==> src/rtl/mbed_cmd_sequencer.sv <==
// Command front-end between the MBED GPIO strobes and the dispensing-servo PWM stage:
// synchronise, debounce, queue token requests and sequence colour/dispense commands.
module mbed_cmd_sequencer #(
    parameter int DEBOUNCE_TICKS     = 50000,
    parameter int CNT_W              = 4,
    parameter int QUEUE_MAX          = 15,
    parameter int ACK_TICKS          = 1000,
    parameter int COLOR_SETTLE_TICKS = 25000000
) (
    input  logic             clk,
    input  logic             rst_n,
    input  logic             mbed_go,
    input  logic             mbed_color_stb,
    input  logic [1:0]       mbed_color,
    input  logic             disp_busy,
    output logic             go,
    output logic             color_go,
    output logic [1:0]       color_pos,
    output logic [CNT_W-1:0] pending,
    output logic             overflow,
    output logic             ack_err,
    output logic [2:0]       state_dbg
);

    // Handshake: go is a one-cycle request issued only from idle with disp_busy low; the PWM
    // stage acknowledges by raising disp_busy within ACK_TICKS and completes by dropping it.

    typedef enum logic [2:0] {
        S_IDLE        = 3'd0,
        S_ISSUE_GO    = 3'd1,
        S_WAIT_ACK    = 3'd2,
        S_WAIT_DONE   = 3'd3,
        S_ISSUE_COLOR = 3'd4,
        S_COLOR_HOLD  = 3'd5
    } state_t;

    localparam int DB_W   = $clog2(DEBOUNCE_TICKS + 1);
    localparam int ACK_W  = $clog2(ACK_TICKS + 1);
    localparam int HOLD_W = $clog2(COLOR_SETTLE_TICKS + 1);

    localparam logic [DB_W-1:0]   DB_LAST   = DB_W'(DEBOUNCE_TICKS - 1);
    localparam logic [ACK_W-1:0]  ACK_LAST  = ACK_W'(ACK_TICKS - 1);
    localparam logic [HOLD_W-1:0] HOLD_LAST = HOLD_W'(COLOR_SETTLE_TICKS - 1);
    localparam logic [CNT_W-1:0]  Q_MAX     = CNT_W'(QUEUE_MAX);

    // Bit 0 carries the go line, bit 1 the colour strobe.
    logic [1:0]      sync1, sync2;
    logic [1:0]      col_s1, col_s2;
    logic [1:0]      deb, deb_q, rise;
    logic [DB_W-1:0] db_cnt [2];

    state_t            state;
    logic [1:0]        color_req;
    logic              color_pend;
    logic [ACK_W-1:0]  ack_cnt;
    logic [HOLD_W-1:0] hold_cnt;
    logic              go_req, color_stb;
    logic              launch_go, launch_color;

    assign state_dbg = state;
    assign go_req    = rise[0];
    assign color_stb = rise[1];

    always_ff @(posedge clk or negedge rst_n) begin
        if (!rst_n) begin
            sync1  <= '0;
            sync2  <= '0;
            col_s1 <= '0;
            col_s2 <= '0;
        end else begin
            sync1  <= {mbed_color_stb, mbed_go};
            sync2  <= sync1;
            col_s1 <= mbed_color;
            col_s2 <= col_s1;
        end
    end

    // A level flips only after DEBOUNCE_TICKS consecutive disagreeing samples; the rising
    // edge is registered so each request reaches the queue logic as a clean one-cycle pulse.
    always_ff @(posedge clk or negedge rst_n) begin
        if (!rst_n) begin
            deb   <= '0;
            deb_q <= '0;
            rise  <= '0;
            for (int i = 0; i < 2; i++) db_cnt[i] <= '0;
        end else begin
            deb_q <= deb;
            rise  <= deb & ~deb_q;
            for (int i = 0; i < 2; i++) begin
                if (sync2[i] == deb[i]) begin
                    db_cnt[i] <= '0;
                end else if (db_cnt[i] == DB_LAST) begin
                    deb[i]    <= ~deb[i];
                    db_cnt[i] <= '0;
                end else begin
                    db_cnt[i] <= db_cnt[i] + DB_W'(1);
                end
            end
        end
    end

    always_comb begin
        launch_color = 1'b0;
        launch_go    = 1'b0;
        if (state == S_IDLE && !disp_busy) begin
            launch_color = color_pend;
            launch_go    = !color_pend && (pending != '0);
        end
    end

    always_ff @(posedge clk or negedge rst_n) begin
        if (!rst_n) begin
            state      <= S_IDLE;
            go         <= 1'b0;
            color_go   <= 1'b0;
            color_pos  <= '0;
            color_req  <= '0;
            color_pend <= 1'b0;
            pending    <= '0;
            overflow   <= 1'b0;
            ack_err    <= 1'b0;
            ack_cnt    <= '0;
            hold_cnt   <= '0;
        end else begin
            go       <= 1'b0;
            color_go <= 1'b0;

            // A request coinciding with an issue nets out and can never overflow.
            if (go_req && !launch_go) begin
                if (pending == Q_MAX) overflow <= 1'b1;
                else                  pending  <= pending + CNT_W'(1);
            end else if (!go_req && launch_go) begin
                pending <= pending - CNT_W'(1);
            end

            // A fresh strobe wins over the clear so a request landing on issue is not lost.
            if (color_stb) begin
                color_req  <= col_s2;
                color_pend <= 1'b1;
            end else if (launch_color) begin
                color_pend <= 1'b0;
            end

            case (state)
                S_IDLE: begin
                    if (launch_color) begin
                        state     <= S_ISSUE_COLOR;
                        color_go  <= 1'b1;
                        color_pos <= color_req;
                    end else if (launch_go) begin
                        state <= S_ISSUE_GO;
                        go    <= 1'b1;
                    end
                end
                S_ISSUE_GO: begin
                    ack_cnt <= '0;
                    state   <= S_WAIT_ACK;
                end
                S_WAIT_ACK: begin
                    if (disp_busy) begin
                        state <= S_WAIT_DONE;
                    end else if (ack_cnt == ACK_LAST) begin
                        ack_err <= 1'b1;
                        state   <= S_IDLE;
                    end else begin
                        ack_cnt <= ack_cnt + ACK_W'(1);
                    end
                end
                S_WAIT_DONE: begin
                    if (!disp_busy) state <= S_IDLE;
                end
                S_ISSUE_COLOR: begin
                    // The issue cycle is the first tick of the settle window.
                    hold_cnt <= HOLD_W'(1);
                    state    <= S_COLOR_HOLD;
                end
                S_COLOR_HOLD: begin
                    if (hold_cnt >= HOLD_LAST) state    <= S_IDLE;
                    else                       hold_cnt <= hold_cnt + HOLD_W'(1);
                end
                default: state <= S_IDLE;
            endcase
        end
    end

endmodule

==> config.mk <==
export PLATFORM = sky130hd
export DESIGN_NAME = mbed_cmd_sequencer
export DESIGN_NICKNAME = d
export VERILOG_FILES = /design/src/rtl/mbed_cmd_sequencer.sv
export SDC_FILE = /design/constraint.sdc
export NUM_CORES = 1
export LEC_CHECK = 0
export ABC_AREA = 0
export CORE_MARGIN = 4
export CORE_UTILIZATION = 30
export DETAILED_ROUTE_END_ITERATION = 8
export PLACE_DENSITY = 0.45
export SETUP_SLACK_MARGIN = 0.5
export SYNTH_ARGS = -nofsm -noshare
export SYNTH_HDL_FRONTEND = slang
export SYNTH_SLANG_ARGS = --single-unit
==> constraint.sdc <==
create_clock -name clk -period 3.4 [get_ports clk]
set_input_delay 0.68 -clock clk [delete_from_list [all_inputs] [get_ports clk]]
set_output_delay 0.68 -clock clk [all_outputs]
set_load 0.01 [all_outputs]
# After elaboration in Yosys (flattened, before gate mapping)
# Index checks and enable logic that the tools add are counted.
# word_totals
wordCells	105
regBits	97
out_inout_bits	13
# classes
mux	28
bitwise_logic	7
n_reduce_logical	23
order_cmp	1
n_eq_ne	19
addsub	6
# ops
cell	n
two-way mux 16 bit	4
case mux 25 bit (2 select lines)	1
adder 16 x 1 -> 16 bit (second input constant)	2
equality test 16 bit (second input constant)	2
adder 25 x 1 -> 25 bit (second input constant)	1
greater-or-equal comparator 25 bit (second input constant)	1
two-way mux 25 bit	1
two-way mux 10 bit	2
case mux 10 bit (2 select lines)	1
two-way mux 3 bit	6
case mux 3 bit (6 select lines)	1
two-way mux 4 bit	3
!= test 2 bit (second input constant)	6
AND reduction 2 bit	6
adder 10 x 1 -> 10 bit (second input constant)	1
equality test 10 bit (second input constant)	1
two-way mux 1 bit	9
nonzero test 2 bit	4
equality test 3 x 2 -> 1 bit (second input constant)	2
equality test 3 bit (second input constant)	2
!= test 3 bit (second input constant)	2
AND reduction 3 bit	2
inverter 1 bit	5
adder 4 x 1 -> 4 bit (second input constant)	1
11 further kinds	18

# Depth between registers and ports, before layout
# Gate-level depths: netlist of run 1.
# depth
ltp_word	7
ltp_mapped	9

# Worst setup path after synthesis of run 1
# OpenSTA, ideal clock, no wires.
# synth_timing
kind	input to register
start	input disp_busy
end	register pending[3]
path_slack_ns	0.956
setup_ns	0.126
stages	9
arrival_time_ns	2.318
path_cell_list	nor4_1 > nand3_1 > nand2_1 > ha_1 > a21o_1 > a21oi_1 > xnor2_1 > nand2_1 > xnor2_1
# synth_between
elab_chain_len	7
word_cells_on_any_way	10
classes_between	eq/ne (1); mux (2); reduce/logical (7)
# synth_rtl
element	line_no	source
start, declared	15	input logic disp_busy,
zero test 1 bit *	n/a	
logical AND 1 bit *	105	if (state == S_IDLE && !disp_busy) begin
two-way mux 1 bit *	105	
zero test 1 bit	129	if (go_req && !launch_go) begin
logical AND 1 bit	129	
!= test 2 bit (no line) or nonzero test 2 bit (tied branches)	n/a	
AND reduction 2 bit (no line)	n/a	
end signal, assigned	131	else pending <= pending + CNT_W'(1);
end signal, assigned	133	pending <= pending - CNT_W'(1);
end, declared	19	output logic [CNT_W-1:0] pending,
# Mark *: on every way between the ends. The rest lies on a longest branch, timed or not.
# A chain may end at the register's enable or synchronous reset.

# Worst setup path in the final report of run 1
# Ends and elaborated chain as after synthesis.

==> results.json, run 1 <==
{
  "status": "finished, final reports clean",
  "worst-setup-path-type": "in2reg",
  "grt_pass1_wl_um": 16800,
  "die_x_um": 133,
  "cts_setup_buffers": 0,
  "grt_max_degree": 58,
  "setup_viol": 0,
  "viasPerCell": 4.87,
  "finalHoldViolCount": 0,
  "cts_tree": "done",
  "max_freq_ghz": 0.372,
  "seq_area_frac_synth_pct": 51.6,
  "start_util_pct": 30.8,
  "grt_pass1_vias": 3361,
  "antenna_left": 0,
  "ys_types": 56,
  "finalClockSkew_ps": 4.35,
  "crit_path_start": "disp_busy",
  "fin_crit_sh_pct": 79.1,
  "pre_cts_slack_ps": 187,
  "fp.coreArea_sq_mm": 0.0153,
  "routed_wl_um": 9610,
  "antenna_found_initial": 0,
  "drive_gt1_share_pct": 9.18,
  "final_nets": 500,
  "ys_async_sr_fraction_pct": 100,
  "slew_violations": 0,
  "die_y_um": 133,
  "wl_per_cell_um": 13.7,
  "hold_path.class": "reg2reg",
  "antennaDiodeCount": 0,
  "p_per_area_mw_per_mm2": 415,
  "firstDrtPassIters": 4,
  "crit_arrival_ps": 2920,
  "vias": 3416,
  "worstHoldStart": "col_s1[1]",
  "rsz0062_at_grt": "false",
  "track_usage_pct": 11.5,
  "rows": 45,
  "leakage_nw": 2.36,
  "place_inst": 686,
  "drc": 0,
  "ctsHoldBuffers": 0,
  "slew-limit-headroom_pct": 44.7,
  "grt_overflow": 0,
  "layout.cells.non_filler": 701,
  "io_pins": 20,
  "ys_ff_latch": 97,
  "clk_latency_ps": 350,
  "die-area_sq_mm": 0.0177,
  "io_buffers": 19,
  "reg2reg_slack_ps": 840,
  "cp-start-kind": "input pin",
  "setup.worst_path.end_class": "flop",
  "dp_hpwl_um": 6420,
  "worstPathRequired_ps": 3630,
  "crit_fanout": 5,
  "setup_ws_ps": 711,
  "cts-htree-levels": 3,
  "synthCells": 466,
  "initialDrtViolationCount": 190,
  "worst_pin_slew_ps": 830,
  "place.gp.congestion": 0.783,
  "cts_made_buffers": 9,
  "path_clk_slew_ps": 70,
  "r2r_start": "hold_cnt[13]",
  "numClockSinks": 97,
  "cts_buffer_depth": 2,
  "nFillCells": 1543,
  "avgSynthCellArea_sq_um": 10.1,
  "syn_to_final_growth_pct": 15.0,
  "synth_edf_count": 0,
  "peakVddDrop_mv": 0.246,
  "ys.flop_type": "dfrtp_1",
  "fin_crit_ps": 2690,
  "yosys_warnings": 0,
  "cap_viol_max_count": 0,
  "syn_area_sq_mm": 0.00470,
  "cts_root_buf": "clkbuf_16",
  "fin_setup_tns_ps": 0,
  "synth_nets": 480
}
-- worst paths after layout --
| kind | endpoint | depth (start not counted) |
|---|---|---|
| max | pending[3] | 10 |
| min | col_s2[1] | 0 |
| max reg2reg | hold_cnt[5] | 7 |
| min reg2reg | col_s2[1] | 0 |
| max in group asynchronous | ack_cnt[6] | 2 |
| min in group asynchronous | db_cnt[9] | 1 |
-- cells in the mapped netlist (3+ instances only) --
| library cell | count | area (sq um) |
|---|---|---|
| a21oi_1 | 11 | 55.1 |
| a21oi_2 | 5 | 43.8 |
| and2_1 | 4 | 25.0 |
| and3_1 | 16 | 100 |
| and4_1 | 6 | 52.6 |
| buf_2 | 6 | 30.0 |
| buf_6 | 3 | 33.8 |
| clkbuf_1 | 4 | 15.0 |
| dfrtp_1 | 97 | 2430 |
| ha_1 | 6 | 75.1 |
| inv_1 | 16 | 60.1 |
| mux2_2 | 7 | 78.8 |
| nand2_1 | 39 | 146 |
| nand3_1 | 27 | 135 |
| nand4_1 | 20 | 125 |
| nor2_1 | 51 | 191 |
| nor2b_1 | 4 | 25.0 |
| nor3_1 | 11 | 55.1 |
| nor4_1 | 7 | 43.8 |
| o21ai_0 | 10 | 50.1 |
| o21ai_1 | 19 | 95.1 |
| o21ai_2 | 5 | 43.8 |
| o21bai_1 | 3 | 22.5 |
| o31ai_1 | 4 | 30.0 |
| or3_1 | 10 | 62.6 |
| xnor2_1 | 16 | 140 |
| xor2_1 | 23 | 201 |
-- per-layer routing --
metal / part of all wire, % / track usage [%] / vias up
met2: 45 / 18.1 / 31
met4: 1.2 / 3.14 / 0
met3: 3.6 / 3.97 / 11
li1: - / - / 1703
met5: 0 / 0 / -
met1: 50 / 15.3 / 1671
-- cells by family after synthesis --
family	count (synthesis)	share of synthesized area, %
fa+ha+maj	7	2.02
compound gates	77	11.3
flops	97	51.6
simple gates	209	23.0
buf+inv	29	2.95
mux	8	1.89
xor+xnor	39	7.26
-- flip-flops by register name, summed over array words and instances, names as in the netlist --
name        flops
color_req       2
col_s2          2
go              1
sync1           2
state_dbg       3
overflow        1
rise            2
ack_err         1
hold_cnt       25
color_pos       2
db_cnt         32
sync2           2
pending         4
deb             2
deb_q           2
color_pend      1
col_s1          2
ack_cnt        10
color_go        1
-- worst max-delay path, cell delays in order --
cell	delay, ps
clkdlybuf4s50_1	450
nor4_2	380
nand3_1	220
nand2_1	230
ha_1	270
a21o_1	180
a21oi_1	160
xnor2_1	130
nand2_1	80
xnor2_1	140
-- final cells by class --
class / count / area (sq um) / share of cell area, %
timing repair buffer: 22 / 223 / 4.12
inverter: 16 / 60.1 / 1.11
clock inverter: 6 / 66.3 / 1.23
sequential: 97 / 2430 / 44.9
multi-input combinational: 340 / 2140 / 39.6
tap: 211 / 264 / 4.88
clock buffer: 9 / 225 / 4.16
-- stage by stage --
stage / area [sq um] / hold slack (ps) / total power [mW] / utilization [%]
4_1_cts: 5400 / 350 / 2.30 / 35.4
6_report: 5410 / 348 / 2.24 / 35.4
5_1_grt: 5410 / 360 / 2.35 / 35.4
3_3_place_gp: 5110 / 338 / 1.25 / 33.5
3_5_place_dp: 5110 / 335 / 1.25 / 33.5
2_1_floorplan: 4700 / 331 / 1.21 / -
-- report_power, final --
group / internal, mW / switching, mW / total (mW)
clock network: 0.570 / 0.451 / 1.02
registers: 1.16 / 0.00591 / 1.17
logic: 0.0159 / 0.0356 / 0.0515
-- cell usage in the layout, fill, tap and decap left out, types with 3 or more instances in the layout --
cell type        Yosys  routed
xnor2_1             16      16
a21oi_2              5       5
nand4_1             20      20
clkdlybuf4s50_1      0      18
mux2_2               7       7
nor2_1              51      51
and3_1              16      16
o31ai_1              4       4
xor2_1              23      23
and4_1               6       6
and2_1               4       4
o21bai_1             3       3
or3_1               10      10
nor3_1              11      11
nor2b_1              4       4
nand3_1             27      27
buf_4                0       3
o21ai_2              5       5
clkbuf_16            0       9
nand2_1             39      39
a21oi_1             11      11
inv_1               16      16
ha_1                 6       6
o21ai_0             10      10
nor4_1               7       6
dfrtp_1             97      97
o21ai_1             19      19
-- repair_timing --
| item | in CTS | in global routing |
|---|---|---|
| resized for setup | 0 | 1 |
| endpoints found under the hold margin | 0 | 0 |
| setup endpoints to repair | 0 | 1 |
No activity file was read; power rests on OpenSTA's default activity.
==> run 2, diff against run 1 <==
- clock period: 3.4 -> 2.55 ns (I/O delays scaled with it)
==> run 2 against run 1 <==
Worst hold slack lost 260 ps; sequential share of layout area is 2.7 points lower; highest routed layer unchanged; critical endpoint is now hold_cnt[11]; global-route usage rose by 0.49 points; largest power group unchanged; worst setup slack got worse by 210 ps; critical path type is now reg2reg; non-clock buffer count is 30 higher; first-iteration DRC count shrank 5.8%; largest cell class unchanged; register-to-register slack lost 340 ps.
==> results.json, run 2 (synthesized netlist as in run 1, its figures left out) <==
{
  "crit_fanout": 7,
  "cap_viol_max_count": 0,
  "finalClockSkew_ps": 6.16,
  "die-area_sq_mm": 0.0177,
  "cts_tree": "done",
  "cts_made_buffers": 9,
  "crit_arrival_ps": 2340,
  "reg2reg_slack_ps": 500,
  "worst-setup-path-type": "reg2reg",
  "grt_pass1_wl_um": 17600,
  "grt_max_degree": 44,
  "ctsHoldBuffers": 0,
  "max_freq_ghz": 0.489,
  "grt_pass1_vias": 3555,
  "antenna_found_initial": 0,
  "r2r_start": "hold_cnt[17]",
  "fp.coreArea_sq_mm": 0.0153,
  "setup_ws_ps": 504,
  "finalHoldViolCount": 0,
  "path_clk_slew_ps": 70,
  "firstDrtPassIters": 4,
  "antennaDiodeCount": 0,
  "final_nets": 531,
  "status": "finished, final reports clean",
  "numClockSinks": 97,
  "worstPathRequired_ps": 2840,
  "final_common_cell": "dfrtp_1",
  "fin_setup_tns_ps": 0,
  "cts_root_buf": "clkbuf_16",
  "clk_latency_ps": 350,
  "setup_viol": 0,
  "die_y_um": 133,
  "syn_to_final_growth_pct": 23.0,
  "grt_overflow": 0,
  "reg.largest.list": "db_cnt x32, hold_cnt x25, ack_cnt x10",
  "die_x_um": 133,
  "swShare_pct": 22.2,
  "leakage_nw": 2.53,
  "start_util_pct": 30.8,
  "dp_hpwl_um": 6790,
  "regMostFlops": "db_cnt",
  "r2r-end": "hold_cnt[11]",
  "clockPowerShare_pct": 45.8,
  "antenna_left": 0,
  "place.gp.congestion": 0.768,
  "cp-start-kind": "flop",
  "io_pins": 20,
  "hold_path.class": "in2async",
  "track_usage_pct": 12.0,
  "rows": 45,
  "worstRegToRegCells": 7,
  "routed_wl_um": 10300,
  "initialDrtViolationCount": 179,
  "most-common-layout-cells": "85 x dfrtp_1, 51 x nor2_1, 38 x nand2_1, 29 x buf_4, 26 x nand3_1",
  "cts_buffer_depth": 2,
  "seqPwrFrac_pct": 51.9,
  "io_buffers": 19,
  "p_int_mw": 2.34,
  "slew_violations": 0,
  "drc": 0,
  "wl_per_cell_um": 14.0,
  "slew-limit-headroom_pct": 67.1,
  "rsz0062_at_grt": "true",
  "drive_gt1_share_pct": 20.5,
  "combPwrFrac_pct": 2.3,
  "setup.worst_path.end_class": "flop",
  "p_per_area_mw_per_mm2": 520,
  "viasPerCell": 4.89,
  "cts-htree-levels": 3,
  "fin_crit_sh_pct": 80.2,
  "peakVddDrop_mv": 0.390,
  "vias": 3581,
  "fin_crit_ps": 2050,
  "largest_reg_flops": 32,
  "pre_cts_slack_ps": 33.8,
  "worst_pin_slew_ps": 492,
  "p_switching_uw": 668
}
==> run 2: changes by cell type in the layout (fill, tap and decap cells not counted), sizes merged <==
cell	change
clkdlybuf4s50	-1
clkinvlp	+1
clkinv	-1
dlymetal6s2s	+1
nand3	+1
clkbuf	+1
buf	+30
==> run 2: worst max-delay path by stage <==
stage                 startpoint           end  cells past startpoint
floorplan             pending[1]    pending[3]                      9
global placement       disp_busy    pending[3]                     11
detailed placement     disp_busy    pending[3]                     11
CTS                   pending[1]    pending[3]                      9
global route        hold_cnt[17]  hold_cnt[11]                      7
finish              hold_cnt[17]  hold_cnt[11]                      7
==> run 2: per-layer routing <==
metal  global-route usage [%]  part of all wire (%)  vias up  routed length, um
met5                        0                     0        -                  0
met4                     3.20                   1.2        0                123
met3                     3.81                   3.5       13                364
met2                     18.7                    47       52               4850
met1                     16.3                    48     1759               4940
li1                         -                     -     1757                  -
==> run 2: final cells by class <==
type,instances,area (sq um)
multi-input cells,341,2250
clock buffers,10,229
flip-flops and latches,97,2440
inverters,16,60.1
clock inverters,6,65.1
repair buffers,52,469
fillers,1548,9470
well taps,211,264
==> run 2: worst max-delay path, cell delays in order, from the launching register on <==
cell      delay, ps
dfrtp_2         430
and4bb_1        300
nand4_1         140
a311o_2         450
a31oi_4         260
buf_6           170
o21bai_1        110
a21o_1          120
==> run 2: power by group through the flow <==
| stage | clock [mW] | sequential (mW) | combinational (mW) |
|---|---|---|---|
| after global placement | 0 | 1.59 | 0.0736 |
| after CTS | 1.44 | 1.56 | 0.0751 |
| after global routing | 1.49 | 1.56 | 0.0839 |
| after detailed placement | 0 | 1.59 | 0.0747 |
| after floorplan | 0 | 1.59 | 0.0210 |
| final | 1.38 | 1.56 | 0.0703 |
==> run 2: stage by stage <==
stage | instance area (sq um) | total power, mW | utilization (%) | std cells | hold slack (ps)
detailed placement | 5260 | 1.66 | 34.4 | 699 | 336
finish | 5780 | 3.01 | 37.9 | 733 | 91.0
CTS | 5650 | 3.07 | 37.0 | 723 | 98.0
global route | 5780 | 3.14 | 37.9 | 733 | 113
floorplan | 4750 | 1.61 | - | 466 | 214
global placement | 5260 | 1.66 | 34.4 | 699 | 334
==> run 2: timing repair <==
| action | 4_1_cts | 5_1_grt |
|---|---|---|
| setup buffers | 8 | 9 |
| cloned | 0 | 1 |
| pin swaps | 5 | 11 |
| gates resized for setup | 10 | 23 |
| endpoints found under the setup margin | 24 | 32 |
==> run 3, diff against run 2 <==
- clock period: 2.55 -> 2.1 ns (I/O delays scaled with it)
==> run 3 against run 2 <==
The run now ends with hold timing left; count of clock-buffer cells in the layout up 1; critical path type unchanged; cell area is 9.2% higher; total power up 17%; clock power up 12%; sequential share of layout area fell by 3.7 points; clock skew rose by 0.73 ps; worst hold slack got worse by 94 ps; die area stayed put.
==> results.json, run 3 (synthesized netlist as in run 1, its figures left out) <==
{
  "reg2reg_slack_ps": 50,
  "largest_reg_flops": 32,
  "power_mw": 3.53,
  "viasPerCell": 4.79,
  "crit_path_top_delay_cell": "or4_4",
  "holdWs_ps": -3.15,
  "initialDrtViolationCount": 168,
  "die-area_sq_mm": 0.0177,
  "vias": 3693,
  "die_x_um": 133,
  "crit_path_cell_trace": "or4_4 -> nand3_4 -> nand2_4 -> ha_4 -> a21o_1 -> a21oi_2 -> xnor2_1 -> nand2_1 -> xnor2_1",
  "cts-htree-levels": 3,
  "drive_gt1_share_pct": 31.1,
  "final_nets": 569,
  "antenna_found_initial": 0,
  "die_y_um": 133,
  "crit_buf_inv": 0,
  "setup_viol": 0,
  "peakVddDrop_mv": 0.452,
  "seqPwrFrac_pct": 53.7,
  "finalHoldViolCount": 1,
  "cts_made_buffers": 9,
  "cts_root_buf": "clkbuf_16",
  "violations": "hold timing",
  "hold_path.class": "in2async",
  "regMostFlops": "db_cnt",
  "antenna_left": 0,
  "firstDrtPassIters": 4,
  "fp.coreArea_sq_mm": 0.0153,
  "syn_to_final_growth_pct": 34.3,
  "crit_arrival_ps": 2280,
  "final_area_sq_mm": 0.00631,
  "rsz0062_at_grt": "true",
  "max_freq_ghz": 0.488,
  "drc": 0,
  "worst_pin_slew_ps": 423,
  "routed_wl_um": 10700,
  "leakage_nw": 2.83,
  "clk_latency_ps": 350,
  "nFillCells": 1490,
  "reg.largest.list": "db_cnt x32, hold_cnt x25, ack_cnt x10",
  "fin_crit_sh_pct": 97.5,
  "cp-start-kind": "flop",
  "slew-limit-headroom_pct": 71.8,
  "p_int_mw": 2.73,
  "cts_buffer_depth": 2,
  "cts_tree": "done",
  "wl_per_cell_um": 13.9,
  "numClockSinks": 97,
  "io_pins": 20,
  "p_switching_uw": 799,
  "finalClockSkew_ps": 6.89,
  "crit_fanout": 3,
  "crit_top_cell": "xnor2_1",
  "antennaDiodeCount": 0,
  "grt_pass1_wl_um": 18500,
  "cap_viol_max_count": 0,
  "grt_overflow": 0,
  "io_buffers": 19,
  "grt_pass1_vias": 3722,
  "dp_hpwl_um": 7190,
  "ctsHoldBuffers": 0,
  "rows": 45,
  "combPwrFrac_pct": 2.7,
  "swShare_pct": 22.6,
  "p_per_area_mw_per_mm2": 559,
  "track_usage_pct": 12.7,
  "start_util_pct": 30.8,
  "most-common-layout-cells": "92 x dfrtp_1, 55 x buf_4, 47 x nor2_1, 30 x nand2_1, 23 x xor2_1",
  "final_common_cell": "dfrtp_1",
  "slew_violations": 0,
  "fin_crit_ps": 2050,
  "worst-setup-path-type": "reg2reg",
  "path_clk_slew_ps": 70,
  "worstPathRequired_ps": 2330,
  "place.gp.congestion": 0.766,
  "setup.worst_path.end_class": "flop",
  "clockPowerShare_pct": 43.6,
  "status": "finished, violations left",
  "place_area_sq_mm": 0.00564,
  "grt_max_degree": 42,
  "cpPeakStageDelay_ps": 560,
  "crit_family": "simple AND/OR/NAND/NOR gates"
}
[run 3: changes by cell type in the layout (fill, tap and decap cells not counted), sizes merged, moves of 2 or more]
| cell | change |
|---|---|
| dlygate4sd2 | +7 |
| clkdlybuf4s15 | +2 |
| clkbuf | +6 |
| clkdlybuf4s50 | -13 |
| buf | +38 |
[run 3: stage by stage]
stage | setup TNS, ps | hold slack, ps | utilization (%) | setup slack, ps | cells
final | 0 | -3.15 | 41.4 | 52.6 | 771
after global routing | -90.1 | 20.2 | 41.4 | -43.0 | 771
after CTS | 0 | 7.67 | 40.2 | 46.7 | 767
after detailed placement | -626 | 335 | 37.0 | -272 | 735
after global placement | -610 | 336 | 37.0 | -279 | 735
after floorplan | 0 | 124 | - | 3.74 | 466
[run 3: worst paths after layout]
path                                endpoint  depth (start not counted)  startpoint
worst max-delay path              pending[3]                          9  pending[2]
worst min-delay path            hold_cnt[21]                          1       rst_n
worst max register to register    pending[3]                          9  pending[2]
worst min register to register      sync2[0]                          0    sync1[0]
max in group asynchronous         pending[0]                          2       rst_n
min in group clk                    sync2[0]                          0    sync1[0]
[run 3: cell type report]
type                            count  area [sq um]  area share (%)
Multi-Input combinational cell    341          2510            39.7
Sequential cell                    97          2430            38.5
Timing Repair Buffer               90           777            12.3
Tap cell                          211           264            4.18
Clock buffer                       11           233            3.69
Inverter                           16          60.1           0.951
Clock inverter                      5          38.8           0.614
[run 3: what timing repair did]
action | CTS | global route
gates cloned | 3 | 0
gates resized for setup | 46 | 51
setup buffers | 13 | 4
pin swaps | 23 | 13
setup endpoints to repair | 87 | 79
[run 3: power groups by stage]
stage	registers, mW	logic, mW	clock network [mW]
CTS	1.89	0.0990	1.61
floorplan	1.93	0.0265	0
detailed placement	1.93	0.0971	0
global placement	1.93	0.0942	0
global route	1.90	0.114	1.70
finish	1.90	0.0971	1.54
[run 3: metal layers]
metal	vias up	track usage, %	part of all wire, %
met5	-	0	0
met4	0	3.66	0.85
met3	6	3.74	3.2
met2	42	19.8	47
met1	1803	17.2	48
li1	1842	-	-
